### src/rtl/cc_register_bank.sv
// cc_register_bank: parametrised control/status register file on a simple
// host bus. Each register is read/write, read-only, write-1-to-clear status
// or write-pulse command, selected by parameter masks. Reads return one
// cycle after the request. W1C status bits are ORed into a registered irq.
module cc_register_bank #(
  parameter int                               ADDR_WIDTH   = 4,
  parameter int                               DATA_WIDTH   = 16,
  parameter int                               NUM_REGS     = 16,
  parameter logic [NUM_REGS-1:0]              RW_MASK      = '1,
  parameter logic [NUM_REGS-1:0]              W1C_MASK     = '0,
  parameter logic [NUM_REGS-1:0]              PULSE_MASK   = '0,
  parameter logic [NUM_REGS*DATA_WIDTH-1:0]   RESET_VALUES = '0
) (
  input  logic                           clk,
  input  logic                           reset,
  input  logic                           en,
  input  logic                           rd,
  input  logic                           wr,
  input  logic [DATA_WIDTH/8-1:0]        be,
  input  logic [ADDR_WIDTH-1:0]          addr,
  input  logic [DATA_WIDTH-1:0]          data_in,
  output logic [DATA_WIDTH-1:0]          data_out,
  output logic                           rd_valid,
  input  logic [NUM_REGS*DATA_WIDTH-1:0] values_in,
  input  logic [NUM_REGS*DATA_WIDTH-1:0] set_in,
  output logic [NUM_REGS*DATA_WIDTH-1:0] values_out,
  output logic [NUM_REGS-1:0]            write_strobe,
  output logic [DATA_WIDTH-1:0]          pulse_data,
  output logic                           irq
);

  localparam int NUM_BYTES = DATA_WIDTH / 8;

  typedef enum logic [1:0] {
    REG_RO,
    REG_RW,
    REG_W1C,
    REG_PULSE
  } reg_kind_e;

  // Pulse overrides W1C, which overrides RW; no mask bit means read-only.
  function automatic reg_kind_e kind_of(input int idx);
    if (PULSE_MASK[idx])    return REG_PULSE;
    else if (W1C_MASK[idx]) return REG_W1C;
    else if (RW_MASK[idx])  return REG_RW;
    else                    return REG_RO;
  endfunction

  logic [DATA_WIDTH-1:0] regs_q [NUM_REGS];
  logic [DATA_WIDTH-1:0] regs_d [NUM_REGS];
  logic [DATA_WIDTH-1:0] data_out_q, rd_data_d;
  logic [DATA_WIDTH-1:0] pulse_data_q;
  logic [NUM_REGS-1:0]   strobe_q, strobe_d;
  logic                  rd_valid_q;
  logic                  irq_q, irq_d;

  logic                  wr_acc, rd_acc;
  logic [DATA_WIDTH-1:0] byte_mask;
  logic [NUM_REGS-1:0]   hit;

  // A read wins over a simultaneous write; the write is simply dropped.
  assign rd_acc = en & rd;
  assign wr_acc = en & wr & ~rd;

  // Expand byte enables to a bit mask and decode the address.
  // NOTE: every variable written in always_comb gets a default first, so no
  // path leaves it unassigned and no latch is inferred.
  always_comb begin
    byte_mask = '0;
    hit       = '0;
    for (int k = 0; k < NUM_BYTES; k++) begin
      byte_mask[k*8 +: 8] = {8{be[k]}};
    end
    for (int i = 0; i < NUM_REGS; i++) begin
      hit[i] = (addr == ADDR_WIDTH'(i));
    end
  end

  // Next-state of every register, pulse strobes, irq and the read mux.
  always_comb begin
    logic [DATA_WIDTH-1:0] clr;
    clr       = '0;
    irq_d     = 1'b0;
    strobe_d  = '0;
    rd_data_d = '0;
    for (int i = 0; i < NUM_REGS; i++) begin
      regs_d[i] = regs_q[i];
      clr       = (wr_acc && hit[i]) ? (data_in & byte_mask) : '0;
      case (kind_of(i))
        REG_RW: begin
          if (wr_acc && hit[i]) begin
            regs_d[i] = (regs_q[i] & ~byte_mask) | (data_in & byte_mask);
          end
          if (hit[i]) rd_data_d = regs_q[i];
        end
        REG_W1C: begin
          // Set beats clear when both land on the same bit in one cycle.
          regs_d[i] = (regs_q[i] & ~clr) | set_in[i*DATA_WIDTH +: DATA_WIDTH];
          irq_d     = irq_d | (|regs_d[i]);
          if (hit[i]) rd_data_d = regs_q[i];
        end
        REG_PULSE: begin
          strobe_d[i] = wr_acc && hit[i];
        end
        default: begin
          if (hit[i]) rd_data_d = values_in[i*DATA_WIDTH +: DATA_WIDTH];
        end
      endcase
    end
  end

  // State update: registers, read port, pulse port and irq.
  // NOTE: sequential state uses non-blocking assignments only, so every flop
  // samples the pre-edge values regardless of statement order.
  always_ff @(posedge clk or posedge reset) begin
    if (reset) begin
      // NOTE: the register array is built from flops, not RAM, so it is
      // reset element by element to its defined power-on image.
      for (int i = 0; i < NUM_REGS; i++) begin
        regs_q[i] <= (kind_of(i) == REG_RW) ?
                     RESET_VALUES[i*DATA_WIDTH +: DATA_WIDTH] : '0;
      end
      data_out_q   <= '0;
      rd_valid_q   <= 1'b0;
      strobe_q     <= '0;
      pulse_data_q <= '0;
      irq_q        <= 1'b0;
    end else begin
      for (int i = 0; i < NUM_REGS; i++) begin
        regs_q[i] <= regs_d[i];
      end
      if (rd_acc) data_out_q <= rd_data_d;
      rd_valid_q <= rd_acc;
      strobe_q   <= strobe_d;
      if (|strobe_d) pulse_data_q <= data_in & byte_mask;
      irq_q      <= irq_d;
    end
  end

  // Export stored contents; RO and pulse slices read as zero.
  always_comb begin
    values_out = '0;
    for (int i = 0; i < NUM_REGS; i++) begin
      if (kind_of(i) == REG_RW || kind_of(i) == REG_W1C) begin
        values_out[i*DATA_WIDTH +: DATA_WIDTH] = regs_q[i];
      end
    end
  end

  assign data_out     = data_out_q;
  assign rd_valid     = rd_valid_q;
  assign write_strobe = strobe_q;
  assign pulse_data   = pulse_data_q;
  assign irq          = irq_q;

endmodule

### config.mk
export PLATFORM = sky130hd
export DESIGN_NAME = cc_register_bank
export DESIGN_NICKNAME = d
export VERILOG_FILES = /design/src/rtl/cc_register_bank.sv
export SDC_FILE = /design/constraint.sdc
export NUM_CORES = 1
export LEC_CHECK = 0
export ABC_AREA = 1
export CELL_PAD_IN_SITES_DETAIL_PLACEMENT = 0
export CELL_PAD_IN_SITES_GLOBAL_PLACEMENT = 1
export CORE_AREA = 10 10 319 321
export DETAILED_ROUTE_END_ITERATION = 6
export DIE_AREA = 0 0 329 331
export PLACE_DENSITY_LB_ADDON = 0.15
export SKIP_CTS_REPAIR_TIMING = 1
export SLEW_MARGIN = 10
export SYNTH_ARGS = -nofsm -noshare
export SYNTH_HDL_FRONTEND = slang
export SYNTH_SLANG_ARGS = --single-unit
### constraint.sdc
create_clock -name clk -period 29.8 [get_ports clk]
set_clock_uncertainty 0.1 [all_clocks]
set_input_delay 5.96 -clock clk [delete_from_list [all_inputs] [get_ports clk]]
set_output_delay 5.96 -clock clk [all_outputs]
set_load 0.1 [all_outputs]
### Word level (Yosys, flattened, before mapping)

Index checks and enable logic that the tools add are counted.

* mux-type cells: 16
* bitwise gates (word level): 38
* eq/ne operators: 15
* reduce and logical (&&, ||, !) cells: 17

Operators with widths (number)
* $and A16 B16 Y16: 17
* $mux W16: 16
* $or A16 B16 Y16: 16
* $eq A4 B4 Y1 const B: 8
* $eq A4 B3 Y1 const B: 4
* $logic_and A1 B1 Y1: 16
* $not A16 Y16: 1
* $eq A4 B2 Y1 const B: 2
* $eq A4 B1 Y1 const B: 1
* $logic_not A4 Y1: 1
* $and A1 B1 Y1: 3
* $not A1 Y1: 1

* logic and storage cells: 104
* output and inout bits: 306
* register bits: 273
* input port bits: 539

### Longest topological paths before layout

* word-level depth: 17
* gate-level depth with buffers: 15
* mapped depth without buffers: 15

### Worst setup path before layout

OpenSTA, ideal clock, no wires.

* path type: input port to flip-flop
* start point: input addr[1]
* end point: register data_out_q[10], in the netlist data_out[10]
* arrival: 7.158 ns
* slack: 22.475 ns
* required time: 29.632 ns
* stages on the path: 14
* library setup time: 0.068 ns
* buffers on the path: 1
* path through: inv_1 -> nand2_1 -> nor2_1 -> buf_4 -> nand2_1 -> nand3_1 -> nor2_1 -> nand4_1 -> o21ai_0 -> nand4_1 -> nand2_1 -> nand4_1 -> nand2_1 -> nand2_1

* word-level cells in the longest chain between the ends: 17
* elaborated cells on any way between the ends: 32
* classes of those cells: eq/ne: 15; mux: 16; reduce/logical: 1

RTL lines
* start, declared: line 20 `input logic [ADDR_WIDTH-1:0] addr,`
* $logic_not A4 Y1: line 75 `hit[i] = (addr == ADDR_WIDTH'(i));`
* $mux W16 (15 in series): line 94 `if (hit[i]) rd_data_d = regs_q[i];`
* $mux W16 (*): line 94
* end signal, assigned: line 132 `if (rd_acc) data_out_q <= rd_data_d;`
* end, declared: line 51 `logic [DATA_WIDTH-1:0] data_out_q, rd_data_d;`

Every way passes the cells marked *; elsewhere a longest branch is shown, timed or not.
A chain may end at the register's enable or synchronous reset.

### Worst setup path after layout

* start point: input addr[3]
* end point: register data_out_q[6], in the netlist data_out[6]

The elaborated chain is that of the path after synthesis.

==> summary.md <==
| Metric | Value |
|---|---|
| Run status | `complete, no violations` |
| Worst path bufs/invs | `3` |
| IO Port Bufs | `299` |
| Grt ovf | `0` |
| Arr. time, crit path | `9.52 ns` |
| CTS tree | `yes` |
| RSZ-0062 raised after global routing | `false` |
| Vias in the first global route | `11700` |
| Sequential fraction of the synthesis area | `56.50%` |
| Cts bufs inserted | `40` |
| Synth-to-Final Area Change | `45.54%` |
| Post-synth top area share | `56.50%` |
| Hold WC Path Type | `reg -> reg` |
| R2R setup slack | `27.60 ns` |
| Slew margin rel. | `19.12%` |
| Core Region | `0.09571 mm2` |
| # setup viols final | `0` |
| Sink Count | `273` |
| Total Power | `0.001311 W` |
| Antenna violations before repair | `8` |
| Commonest non-fill, non-tap cell in the layout | `nand2_1` |
| Syn Inst Count | `1474` |
| Largest family of logic cells by synthesized area | `simple AND/OR/NAND/NOR gates` |
| Die Width | `329 um` |
| Crit Path Category | `in -> reg` |
| TritonRoute pass-1 iters | `5` |
| Via-to-Cell Ratio | `3.679` |
| Post-Synth Simple-Gate Area | `24.80%` |
| Detailed Route Iter0 Violations | `703` |
| Commonest cells after routing, fill and taps aside | `nand2_1, clkdlybuf4s50_1, dfrtp_1` |
| Yosys cell types | `19` |
| Antenna-violating nets left | `0` |
| Tightest Pin Transition | `1.209 ns` |
| Critical Path Fanout Max | `14` |
| Die area | `0.1089 mm2` |
| Clock H-tree levels | `2` |
| Gr usage total | `12.77%` |
| Met2 usage | `21.59%` |
| VDD IR-drop max | `0.03316 mV` |
| Synth top area cells | `dfrtp_1, nand2_1, o21ai_0, nor2_1, nand3_1` |
| FF-to-FF End | `data_out[5]` |
| Routing usage on met1 | `15.39%` |
| Pin count of the biggest net entering global routing | `106` |
| Compound-Gate Fraction of Synth Area | `11.80%` |
| Launch point of the worst hold path | `data_out[6]` |
| Crit share post-route | `30.79%` |
| Max stage delay on crit path | `0.90 ns` |
| Clk Latency, worst-skew pair | `0.59 ns` |
| Die Ht | `331 um` |
| Final nets | `2287` |
| CP Launch Type | `input pin` |
| CP required | `30.14 ns` |
| Area leader, netlist | `dfrtp_1` |
| Fmax | `109.0 MHz` |
| Max Cap Viol | `0` |
| #FFs+latches synth | `273` |
| Adder-Cell Fraction of Synth Area | `0%` |
| Number of remaining DRC errors | `0` |
| Final worst slack | `20.63 ns` |
| WHS Path Cells | `2` |
| GR Util met3 | `4.671%` |
| # IOs | `845` |
| Crit-path slowest cell | `nor2_1` |
| Post-synthesis mux area share | `0%` |
| Syn avg cell area | `8.203 um2` |
| Clock transition at the registers of the reported paths | `0.05 ns` |
| Fillers | `10680` |
| Slew Limit Fails | `0` |
| Post-layout min period | `9.175 ns` |
| Setup TNS | `0 ns` |
| Vias | `11230` |
| Final Hold Viols | `0` |
| Leakage | `7.358 nW` |
| XOR/XNOR Fraction of Synth Area | `0%` |
| First-pass GRT wire length | `98400 um` |
| Wire per inst | `23.46 um` |
| Synth Warn # | `0` |
| Routed wire length | `71590 um` |
| PwrDens | `74.50 mW/mm2` |
| Root Driver | `clkbuf_16` |
| Placement row count | `114` |
| Crit path cell chain | `clkdlybuf4s50_1 -> inv_1 -> nand2_1 -> nor2_1 -> inv_1 -> or2_2 -> nand2_1 -> nand4_1 -> nand2_1 -> nand3_1 -> nand2_1 -> nand2_1 -> nand2_1 -> nand2_1` |
| CP dominant cell by count | `nand2_1` |
| Reg2reg path depth | `10` |
| Layout cell share with drive strength beyond 1 | `6.708%` |
| Cell Area, Synth | `0.01209 mm2` |
| CP Capture Type | `flip-flop` |
| CP top delay family | `simple AND/OR/NAND/NOR gates` |
| Post-DP HPWL | `55520 um` |
| GP Congestion | `0.7920` |
| GR peak layer | `met2` |
| Starting density of the core | `12.63%` |
| Clock Path Buffers | `3` |
| Worst Hold Path EP | `data_out[6]` |
| Dpl ws | `19.99 ns` |
[area by class of cell]
cell class | instances | area [um2] | share of cell area [%]
sequential | 273 | 6832 | 38.82
multi-input combinational | 1051 | 4557 | 25.89
timing repair buffer | 312 | 3048 | 17.32
tap | 1276 | 1597 | 9.072
clock buffer | 57 | 1176 | 6.683
inverter | 70 | 270.3 | 1.536
clock inverter | 11 | 113.9 | 0.6470
antenna | 2 | 5.005 | 0.02844
[per-layer routing]
layer	vias to the layer above	share of wire [%]	wire length, um
li1	5282	-	-
met1	5541	42	29930
met2	341	48	34340
met3	59	8.4	6015
met4	4	1.8	1286
met5	-	0.029	21
[stage by stage]
stage / instance area (um2) / std cells / hold WS, ns / utilization (%)
after detailed placement: 16300 / 2982 / 0.3689 / 17.03
after CTS: 17590 / 3050 / 0.3844 / 18.38
after global routing: 17590 / 3050 / 0.4043 / 18.38
final: 17600 / 3052 / 0.3818 / 18.39
after global placement: 16300 / 2982 / 0.3678 / 17.03
after floorplan: 12210 / 1506 / 0.8842 / -
[tightest hold or removal path: stages, from the launching register on]
cell	delay [ns]
dfrtp_1	0.34
nand2_1	0.06
nand2_1	0.05
[Yosys cell counts, drive strengths merged]
cell type	number
dfrtp	273
nor3b	1
or2	16
nand4	43
o21ai	259
inv	70
nand2	503
buf	43
nor4	1
nor2	106
nand3	63
clkbuf	69
a21oi	26
conb	1
[cells by family after synthesis]
family          after synthesis
flops                       273
compound gates              285
buf+inv                     182
other cells                   1
simple gates                733
[power breakdown]
| group | internal, W | switching, W | total [W] |
|---|---|---|---|
| Sequential | 0.000402 | 0.0000310 | 0.000433 |
| Combinational | 0.0000701 | 0.000330 | 0.000400 |
| Clock | 0.000283 | 0.000196 | 0.000478 |
[worst max path at each step]
| stage | slack [ns] | end | from | cells after the start |
|---|---|---|---|---|
| 6_report | 20.63 | data_out[6] | addr[3] | 14 |
| 5_1_grt | 20.33 | data_out[1] | addr[3] | 14 |
| 4_1_cts | 20.59 | data_out[6] | addr[0] | 13 |
| 3_5_place_dp | 19.99 | data_out[6] | addr[0] | 13 |
| 3_3_place_gp | 19.99 | data_out[6] | addr[1] | 13 |
| 2_1_floorplan | 16.22 | async pin | reset | 1 |
Power figures use the tool's default switching activity.
